==> config.mk <==
export PLATFORM = sky130hd
export DESIGN_NAME = ysyx_23060221_ifu_flat
export DESIGN_NICKNAME = d
export VERILOG_FILES = /design/src/rtl/ysyx_23060221_pkg.sv /design/src/rtl/ysyx_23060221_ifu_if.sv /design/src/rtl/ysyx_23060221_ifu.sv /design/src/flat_wrapper.sv
export SDC_FILE = /design/constraint.sdc
export NUM_CORES = 1
export LEC_CHECK = 0
export CAP_MARGIN = 10
export CORE_MARGIN = 3
export CORE_UTILIZATION = 36
export CTS_CLUSTER_SIZE = 28
export DETAILED_ROUTE_END_ITERATION = 8
export PLACE_DENSITY = 0.76
export SETUP_SLACK_MARGIN = 0.15
export SKIP_LAST_GASP = 1
export SLEW_MARGIN = 0
export SYNTH_ARGS = -nofsm -noshare
export SYNTH_HDL_FRONTEND = slang
export SYNTH_SLANG_ARGS = --single-unit
==> constraint.sdc <==
create_clock -name clk -period 1.8 [get_ports clk]
set_clock_uncertainty 0.15 [all_clocks]
set_input_delay 0.27 -clock clk [delete_from_list [all_inputs] [get_ports clk]]
set_output_delay 0.27 -clock clk [all_outputs]
set_load 0.01 [all_outputs]
==> src/rtl/ysyx_23060221_pkg.sv <==
// ---------------------------------------------------------------------------
// ysyx_23060221_pkg
// Purpose : definitions shared by the instruction fetch unit, its bus
//           interface and anything else that needs the IFU FSM encoding.
// Contents: ifu_state_e         - fetch FSM states
//           FAULT_INST_DEFAULT  - instruction word used on a fetch fault (ebreak)
//           RESP_OKAY           - read response code meaning success
// ---------------------------------------------------------------------------
package ysyx_23060221_pkg;

  typedef enum logic [1:0] {
    IDLE = 2'd0,
    AR   = 2'd1,
    R    = 2'd2,
    OUT  = 2'd3
  } ifu_state_e;

  localparam logic [31:0] FAULT_INST_DEFAULT = 32'h00100073;
  localparam logic [1:0]  RESP_OKAY          = 2'b00;

endpackage

==> src/rtl/ysyx_23060221_ifu_if.sv <==
// ---------------------------------------------------------------------------
// ysyx_23060221_ifu_if
// Purpose : read-only memory bus between the fetch unit and instruction memory
//           (address channel + read data channel).
// Signals : araddr[31:0] - read address          (master -> slave)
//           arvalid      - read address valid    (master -> slave)
//           arready      - address accepted      (slave  -> master)
//           rdata[31:0]  - read data             (slave  -> master)
//           rresp[1:0]   - read response         (slave  -> master)
//           rvalid       - read data valid       (slave  -> master)
//           rready       - read data accepted    (master -> slave)
// Modports: master (fetch unit), slave (memory model)
// ---------------------------------------------------------------------------
interface ysyx_23060221_ifu_if;

  logic [31:0] araddr;
  logic        arvalid;
  logic        arready;
  logic [31:0] rdata;
  logic [1:0]  rresp;
  logic        rvalid;
  logic        rready;

  modport master (
    output araddr, arvalid, rready,
    input  arready, rdata, rresp, rvalid
  );

  modport slave (
    input  araddr, arvalid, rready,
    output arready, rdata, rresp, rvalid
  );

endinterface

==> src/rtl/ysyx_23060221_ifu.sv <==
// ---------------------------------------------------------------------------
// ysyx_23060221_ifu
// Purpose : instruction fetch unit. Accepts a PC from writeback, reads one
//           instruction word over the memory bus and hands it to the decoder.
//           Misaligned PCs, error responses and read timeouts all produce
//           FAULT_INST with fetch_err set. At most one fetch is in flight.
// Params  : TIMEOUT    - max R-state cycles waited for rvalid
//           FAULT_INST - instruction word presented on any fetch fault
// Ports   : clk, rst          - clock, synchronous active-high reset
//           pc, WBU_valid      - next PC offered by writeback
//           IFU_ready          - PC accepted (IDLE only)
//           mem (master)       - instruction memory read bus
//           inst, inst_pc      - fetched word and its PC
//           fetch_err          - inst is FAULT_INST because of a fault
//           IFU_valid          - inst/inst_pc/fetch_err valid for decoder
//           IDU_ready          - decoder takes the instruction
// ---------------------------------------------------------------------------
module ysyx_23060221_ifu
  import ysyx_23060221_pkg::*;
#(
  parameter int          TIMEOUT    = 256,
  parameter logic [31:0] FAULT_INST = FAULT_INST_DEFAULT
) (
  input  logic                        clk,
  input  logic                        rst,
  input  logic [31:0]                 pc,
  input  logic                        WBU_valid,
  output logic                        IFU_ready,
  ysyx_23060221_ifu_if.master         mem,
  output logic [31:0]                 inst,
  output logic [31:0]                 inst_pc,
  output logic                        fetch_err,
  output logic                        IFU_valid,
  input  logic                        IDU_ready
);

  // A TIMEOUT of 1 would give a zero-width counter; keep at least one bit.
  localparam int                 CNT_W   = (TIMEOUT > 1) ? $clog2(TIMEOUT) : 1;
  localparam logic [CNT_W-1:0]   CNT_MAX = CNT_W'(TIMEOUT - 1);
  localparam logic [CNT_W-1:0]   CNT_ONE = CNT_W'(1);

  ifu_state_e       state_q, state_d;
  logic [31:0]      araddr_q, araddr_d;
  logic [31:0]      inst_q, inst_d;
  logic [31:0]      inst_pc_q, inst_pc_d;
  logic             fetch_err_q, fetch_err_d;
  logic [CNT_W-1:0] cnt_q, cnt_d;

  always_ff @(posedge clk) begin
    if (rst) begin
      state_q     <= IDLE;
      araddr_q    <= '0;
      inst_q      <= '0;
      inst_pc_q   <= '0;
      fetch_err_q <= 1'b0;
      cnt_q       <= '0;
    end else begin
      state_q     <= state_d;
      araddr_q    <= araddr_d;
      inst_q      <= inst_d;
      inst_pc_q   <= inst_pc_d;
      fetch_err_q <= fetch_err_d;
      cnt_q       <= cnt_d;
    end
  end

  always_comb begin
    state_d     = state_q;
    araddr_d    = araddr_q;
    inst_d      = inst_q;
    inst_pc_d   = inst_pc_q;
    fetch_err_d = fetch_err_q;
    cnt_d       = cnt_q;

    case (state_q)
      IDLE: begin
        // IFU_ready is high in IDLE, so WBU_valid alone completes the handshake.
        if (WBU_valid) begin
          araddr_d  = pc;
          inst_pc_d = pc;
          if (pc[1:0] != 2'b00) begin
            inst_d      = FAULT_INST;
            fetch_err_d = 1'b1;
            state_d     = OUT;
          end else begin
            state_d = AR;
          end
        end
      end
      AR: begin
        if (mem.arready) begin
          cnt_d   = '0;
          state_d = R;
        end
      end
      R: begin
        // rvalid wins over a timeout expiring in the same cycle.
        if (mem.rvalid) begin
          if (mem.rresp == RESP_OKAY) begin
            inst_d      = mem.rdata;
            fetch_err_d = 1'b0;
          end else begin
            inst_d      = FAULT_INST;
            fetch_err_d = 1'b1;
          end
          state_d = OUT;
        end else if (cnt_q == CNT_MAX) begin
          inst_d      = FAULT_INST;
          fetch_err_d = 1'b1;
          state_d     = OUT;
        end else begin
          cnt_d = cnt_q + CNT_ONE;
        end
      end
      OUT: begin
        if (IDU_ready) state_d = IDLE;
      end
      default: state_d = IDLE;
    endcase
  end

  // Handshake outputs depend only on the state register.
  assign IFU_ready   = (state_q == IDLE);
  assign mem.arvalid = (state_q == AR);
  assign mem.rready  = (state_q == R);
  assign IFU_valid   = (state_q == OUT);

  assign mem.araddr  = araddr_q;
  assign inst        = inst_q;
  assign inst_pc     = inst_pc_q;
  assign fetch_err   = fetch_err_q;

endmodule

==> src/flat_wrapper.sv <==
// flat-port wrapper written by rule: the top's interface ports become plain ports
module ysyx_23060221_ifu_flat import ysyx_23060221_pkg::*;
#(
  parameter int          TIMEOUT    = 256,
  parameter logic [31:0] FAULT_INST = FAULT_INST_DEFAULT
)
  (clk, rst, pc, WBU_valid, IFU_ready, inst, inst_pc, fetch_err, IFU_valid, IDU_ready, mem_araddr, mem_arvalid, mem_rready, mem_arready, mem_rdata, mem_rresp, mem_rvalid);
  ysyx_23060221_ifu_if mem_i ();
  input  logic clk;
  input  logic rst;
  input  logic [31:0] pc;
  input  logic WBU_valid;
  output logic IFU_ready;
  output logic [31:0] inst;
  output logic [31:0] inst_pc;
  output logic fetch_err;
  output logic IFU_valid;
  input  logic IDU_ready;
  output wire logic [$bits(mem_i.araddr)-1:0] mem_araddr;
  output wire logic [$bits(mem_i.arvalid)-1:0] mem_arvalid;
  output wire logic [$bits(mem_i.rready)-1:0] mem_rready;
  input wire logic [$bits(mem_i.arready)-1:0] mem_arready;
  input wire logic [$bits(mem_i.rdata)-1:0] mem_rdata;
  input wire logic [$bits(mem_i.rresp)-1:0] mem_rresp;
  input wire logic [$bits(mem_i.rvalid)-1:0] mem_rvalid;
  assign mem_araddr = mem_i.araddr;
  assign mem_arvalid = mem_i.arvalid;
  assign mem_rready = mem_i.rready;
  assign mem_i.arready = mem_arready;
  assign mem_i.rdata = mem_rdata;
  assign mem_i.rresp = mem_rresp;
  assign mem_i.rvalid = mem_rvalid;
  ysyx_23060221_ifu #(.TIMEOUT(TIMEOUT), .FAULT_INST(FAULT_INST)) u_core (.clk(clk), .rst(rst), .pc(pc), .WBU_valid(WBU_valid), .IFU_ready(IFU_ready), .mem(mem_i), .inst(inst), .inst_pc(inst_pc), .fetch_err(fetch_err), .IFU_valid(IFU_valid), .IDU_ready(IDU_ready));
endmodule
==> summary.md, run 1 <==
| Metric | Value |
|---|---|
| Status | finished clean |
| Root Driver | clkbuf_8 |
| Yosys reg bits | 75 |
| Initial core utilization | 0.380 |
| Nets | 627 |
| Max Cap Viol | 0 |
| VDD IR max | 0.000535 V |
| RSZ-0062 raised after global routing | yes |
| Clock transition at the registers of the reported paths | 80 ps |
| Async S/R FF share, synth | 0 |
| Rows | 34 |
| Syn Area/Cell | 8.54 um2 |
| Top post-synthesis cells by area | dfxtp_1, nand2_1, mux2i_1, buf_4, a21oi_1 |
| Num CTS Buffers | 9 |
| Worst EP required | 1890 ps |
| Final setup fails | 0 |
| Arrival time worst endpoint | 1830 ps |
| Core box area | 0.00889 mm2 |
| CTS tree | built |
| Number of warnings issued by yosys | 0 |
| Fin util | 0.608 |
| Max FO, Critical Path | 3 |
| GRT Total Usage | 0.175 |
| CTS H-tree lvls | 3 |
| Crit path time final | 1750 ps |
| Antenna violations before repair | 0 |
| Area delta synth->final | 60.1% |
| Seq. cell area | 0.00151 mm2 |
| Final hold viol count | 0 |
| DRT antenna net count | 0 |
| Placer Congestion | 0.783 |
| Setup crit end kind | flip-flop |
| Share of the synthesized area in the top cell type | 0.445 |
| Commonest non-fill, non-tap cells in the layout | dlygate4sd2_1, nand2_1, clkdlybuf4s50_1, dfxtp_1, a21oi_1 |
| Critical path class | flip-flop to flip-flop |
| Final cycle utilization of the critical path | 0.970 |
| Gr ovfl total | 0 |
| Family with the most delay on the worst path | flip-flops |
| Measured slew at the worst slew-check pin | 347 ps |
| Number of synthesized flops with an enable pin | 0 |
| Setup crit start kind | flip-flop |
| DPL Wire Length | 7080 um |
| Wire per inst | 14.7 um |
| Synth area leader | dfxtp_1 |
| Rel. slew slack | 0.769 |
| Syn Nets | 472 |
| Commonest non-fill, non-tap cell in the layout | dlygate4sd2_1 |
| Leakage power | 2.55 nW |
| Number of fill cells | 795 |
| Wirelength, routed | 9740 um |
| Top_reg_cell synth | dfxtp_1 |
| Power per cell area | 1060 mW/mm2 |
| Worst path slowest cell | dfxtp_4 |
| DRC | 0 |
| Clock Latency Late Sink | 340 ps |
| Ant. Diodes | 0 |
| Routed vias | 3,200 |
| Vias in the first global route | 3,091 |
| Vias per cell | 4.83 |
| PortBufs | 172 |
| Synthesized area | 0.00337 mm2 |
| Hold WC Path Type | input pin to flip-flop |
| Achievable frequency | 573 MHz |
| Chip Height | 103 um |
| Crit-path max cell delay | 370 ps |
| Pwr Total | 5.72 mW |
| Die Wd | 103 um |
| Die ar. | 0.0106 mm2 |
| Largest net degree at the start of global routing | 39 |
| Total clock sinks | 75 |
| Area of the multi-input gates | 0.00164 mm2 |
| Final Slew Violations | 0 |
| Longest Clk Path Bufs | 2 |
| Crit path buf inv count | 2 |
| 1st-iter DRT viols | 81 |
| I/O pin count | 173 |
| Layout cells sized above 1 | 0.141 |
| CP Cell Sequence | inv_4, ha_2, nand2b_4, a21boi_1, buf_4, nand3_1, mux2_2 |
| Unique cell type count in the Yosys netlist | 42 |
| Sequential area share after synthesis | 0.445 |
| Initial DRT Pass Iterations | 4 |
| Cts hold-fix bufs | 0 |
| First-pass GRT wire length | 14,700 um |
| Post-Syn Instances | 395 |
==> area by class of cell <==
class,instances,share of cell area
Sequential cell,75,0.280
Clock buffer,11,0.0243
Clock inverter,5,0.0144
Tap cell,108,0.0250
Inverter,7,0.00625
Multi-Input combinational cell,259,0.303
Timing Repair Buffer,198,0.347
==> metal layers <==
layer  vias to the layer above  routed length [um]  track usage
li1                       1579                   -            -
met1                      1496                3780        0.192
met2                       117                4890        0.306
met3                         8                1010       0.0846
met4                         0                  66       0.0388
met5                         -                   0            0
==> worst paths after layout <==
path,from,endpoint,slack [ps],cells after the start
min,rst,u_core.state_q[0]$_SDFFE_PP0P_,90,2
max,u_core.state_q[1]$_SDFFE_PP0P_,u_core.state_q[1]$_SDFFE_PP0P_,50,7
max reg2reg,u_core.state_q[1]$_SDFFE_PP0P_,u_core.state_q[1]$_SDFFE_PP0P_,50,7
min reg2reg,u_core.mem.araddr[18]$_SDFFE_PP0P_,u_core.mem.araddr[18]$_SDFFE_PP0P_,320,2
==> registers in the layout, indices dropped and copies added, names as in the netlist <==
register,flops
u_core.cnt_q,8
u_core.fetch_err,1
u_core.mem.araddr,32
u_core.state_q,2
u_core.inst,32
==> metrics by stage <==
| step | cells | setup WS, ps | setup TNS (ps) | hold slack [ps] | instance area, um2 |
|---|---|---|---|---|---|
| after floorplan | 395 | 109 | 0 | 256 | 3440 |
| after global placement | 641 | -116 | -1120 | 304 | 5140 |
| after detailed placement | 641 | -145 | -2600 | 314 | 5140 |
| after CTS | 660 | 83.0 | 0 | 72.1 | 5290 |
| after global routing | 663 | 1.21 | 0 | 95.7 | 5400 |
| final | 663 | 54.3 | 0 | 92.6 | 5400 |
==> what timing repair did <==
item	in CTS	in global routing
gates cloned	0	1
pin swaps	9	4
resized for setup	118	15
buffers inserted	3	2
setup endpoints to repair	144	50
==> synthesized netlist by cell type, types with 2 or more instances <==
cell	count
dfxtp_1	75
buf_6	2
nand2b_1	31
a21oi_1	40
o21ai_0	3
ha_1	5
clkbuf_1	17
buf_4	32
and2_1	2
o211ai_1	2
inv_1	7
nor2_1	11
nor4_1	2
nor3_1	12
buf_2	3
nand3_1	2
o22a_1	4
nand2_1	95
mux2i_1	27
==> logic make-up (layout without fill, tap and decap cells) <==
kind of cell | after synthesis | after routing | share of synthesized area
AND/OR/NAND/NOR | 169 | 169 | 0.241
adder cells (fa/ha/maj) | 5 | 5 | 0.0185
buffers and inverters | 61 | 221 | 0.109
AO/OA/AOI/OAI | 57 | 57 | 0.103
multiplexers | 28 | 28 | 0.0834
flip-flops | 75 | 75 | 0.445
==> where the power goes <==
group	internal, mW	total (mW)	switching, mW
clock	0.778	1.39	0.614
combinational	1.16	2.26	1.10
sequential	1.90	2.07	0.172
(Power assumes the default switching activity.)
==> run 2: changes to the inputs <==
Settings changed: CORE_ASPECT_RATIO set to 0.8.
==> run 2 against run 1 <==
Against the previous run: die area about the same; sequential power hardly changed; register-to-register slack hardly changed; sequential cell count unchanged; first-iteration DRC count is 46% higher; combinational power is 6% higher; global-route usage increased by 0.47 points; cell area up 6.1%; largest power group unchanged; final cell count increased by 0.60%; maximum frequency hardly changed; hold slack worse by 50 ps; critical path type unchanged.
==> summary.md, run 2 (same netlist as run 1, synthesis figures left out) <==
| Metric | Value |
|---|---|
| Status | finished clean |
| Layout cells sized above 1 | 0.162 (+0.0216) |
| Setup slack after layout | 54.5 ps (+0.113 ps) |
| Area delta synth->final | 69.8% |
| Rows | 30 (-12%) |
| Commonest non-fill, non-tap cell in the layout | nand2_1 |
| Num CTS Buffers | 9 (unchanged) |
| Final Slew Violations | 0 (unchanged) |
| Routed vias | 3,180 (-0.63%) |
| RSZ-0062 raised after global routing | yes |
| I/O pin count | 173 (unchanged) |
| Longest Clk Path Bufs | 2 (unchanged) |
| Initial core utilization | 0.384 (+0.00465) |
| CTS H-tree lvls | 3 (unchanged) |
| Sequential share of power | 0.316 (-0.046) |
| Measured slew at the worst slew-check pin | 356 ps (+9.37 ps) |
| Wire per inst | 14.9 um (+1.7%) |
| Vias in the first global route | 3,148 (+1.8%) |
| Root Driver | clkbuf_16 |
| Finished Layout Cells | 667 (+0.60%) |
| Critical path class | flip-flop to flip-flop |
| Internal power | 4.54 mW (+19%) |
| PortBufs | 172 (unchanged) |
| Die Wd | 114 um (+11%) |
| Worst EP required | 1870 ps (-20 ps) |
| Core box area | 0.00878 mm2 (-1.2%) |
| Crit path time final | 1750 ps (-0.113 ps) |
| Hold WC Path Type | input pin to flip-flop |
| 1st-iter DRT viols | 118 (+46%) |
| Clock Latency Late Sink | 320 ps (-20 ps) |
| Setup crit start kind | flip-flop |
| Ant. Diodes | 0 (unchanged) |
| CTS tree | built |
| Final hold viol count | 0 (unchanged) |
| Clk pwr share | 0.318 (+0.075) |
| Placer Congestion | 0.821 (+4.9%) |
| Total clock sinks | 75 (unchanged) |
| Max FO, Critical Path | 7 (+4) |
| Max Cap Viol | 0 (unchanged) |
| DRC | 0 (unchanged) |
| First-pass GRT wire length | 15,400 um (+4.9%) |
| Dpl cells | 645 (+0.62%) |
| Arrival time worst endpoint | 1810 ps (-20 ps) |
| DPL Wire Length | 7290 um (+2.9%) |
| Final instance area | 0.00573 mm2 (+6.1%) |
| Gr ovfl total | 0 (unchanged) |
| Wirelength, routed | 9970 um (+2.3%) |
| Setup WS pre-CTS | -143 ps (+1.70 ps) |
| Nets | 627 (unchanged) |
| Vias per cell | 4.77 (-1.2%) |
| VDD IR max | 0.000580 V (+8.5%) |
| Placed Area | 0.00513 mm2 (-0.15%) |
| Leakage power | 3.18 nW (+25%) |
| Power per cell area | 1140 mW/mm2 (+7.8%) |
| Chip Height | 92.6 um (-9.9%) |
| Initial DRT Pass Iterations | 4 (unchanged) |
| Final setup fails | 0 (unchanged) |
| Antenna violations before repair | 0 (unchanged) |
| DRT antenna net count | 0 (unchanged) |
| Net Sw Frac | 0.305 (-0.0246) |
| Logic pwr share | 0.366 (-0.028) |
| Setup crit end kind | flip-flop |
| NetSw | 2.00 mW (+5.8%) |
| Achievable frequency | 573 MHz (about the same) |
| Largest net degree at the start of global routing | 33 (-15%) |
| Commonest non-fill, non-tap cells in the layout | nand2_1, clkdlybuf4s50_1, dfxtp_1 |
| Final cycle utilization of the critical path | 0.970 (about the same) |
| Clock transition at the registers of the reported paths | 60 ps (-20 ps) |
| Rel. slew slack | 0.762 (-0.00625) |
| Setup Total Neg Slack | 0 ps (unchanged) |
| Fin util | 0.652 (+0.0449) |
| GRT Total Usage | 0.179 (+0.00472) |
| Die ar. | 0.0106 mm2 (about the same) |
| Cts hold-fix bufs | 0 (unchanged) |
run 2: cell types whose count changed in the layout (fill, tap and decap cells not counted), moves of 3 or more:
| cell | previous run | this run |
|---|---|---|
| dlymetal6s2s_1 | 1 | 45 |
| nor2_1 | 9 | 6 |
| clkbuf_16 | 1 | 10 |
| dlygate4sd2_1 | 98 | 50 |
| nor2_2 | 2 | 5 |
| clkbuf_8 | 9 | 1 |
| clkbuf_2 | 0 | 3 |
| buf_6 | 4 | 7 |
run 2: critical path: stages (launching register included):
cell,delay (ps)
dfxtp_4,350
buf_6,120
ha_4,170
and2b_2,210
buf_6,120
o21ai_4,90
nand2_4,130
clkbuf_16,190
mux2i_1,120
run 2: layer usage:
| metal | vias up | routed length [um] | GRT usage | part of all wire |
|---|---|---|---|---|
| li1 | 1578 | - | - | - |
| met1 | 1474 | 4060 | 0.204 | 0.41 |
| met2 | 119 | 5050 | 0.320 | 0.51 |
| met3 | 9 | 755 | 0.0627 | 0.076 |
| met4 | 0 | 97 | 0.0425 | 0.0097 |
| met5 | - | 0 | 0 | 0 |
run 2: area by class of cell:
cell class | count | area, um2
clock inverter | 6 | 111
fill | 736 | 3050
timing repair buffer | 198 | 2030
inverter | 7 | 31.3
multi-input combinational | 259 | 1670
sequential | 75 | 1510
clock buffer | 10 | 239
tap | 112 | 140
run 2: repair_timing:
action | in CTS | in global routing
setup buffers | 3 | 2
gates cloned | 0 | 1
gates resized for setup | 75 | 70
setup endpoints to repair | 101 | 92
pin swaps | 9 | 8
run 2: power by group through the flow:
stage | combinational (mW) | clock (mW) | sequential, mW
after floorplan | 1.23 | 0 | 2.17
after CTS | 2.32 | 2.13 | 2.06
final | 2.39 | 2.08 | 2.07
after global routing | 2.57 | 2.20 | 2.10
after global placement | 2.31 | 0 | 2.08
after detailed placement | 2.36 | 0 | 2.10
run 2: path summary, 6_finish.rpt:
path	startpoint	endpoint	slack [ps]	depth (start not counted)
worst min register to register	u_core.mem.araddr[9]$_SDFFE_PP0P_	u_core.mem.araddr[9]$_SDFFE_PP0P_	320	2
worst min-delay path	rst	u_core.cnt_q[1]$_SDFFE_PP0P_	40	2
worst max register to register	u_core.state_q[1]$_SDFFE_PP0P_	u_core.inst[11]$_SDFFE_PP0P_	50	8
worst max-delay path	u_core.state_q[1]$_SDFFE_PP0P_	u_core.inst[11]$_SDFFE_PP0P_	50	8
run 2: per-stage QoR:
| stage | power (mW) | hold WS [ps] |
|---|---|---|
| 6_report | 6.54 | 42.1 |
| 5_1_grt | 6.86 | 52.5 |
| 4_1_cts | 6.52 | 28.1 |
| 3_5_place_dp | 4.46 | 315 |
| 3_3_place_gp | 4.40 | 307 |
| 2_1_floorplan | 3.40 | 256 |
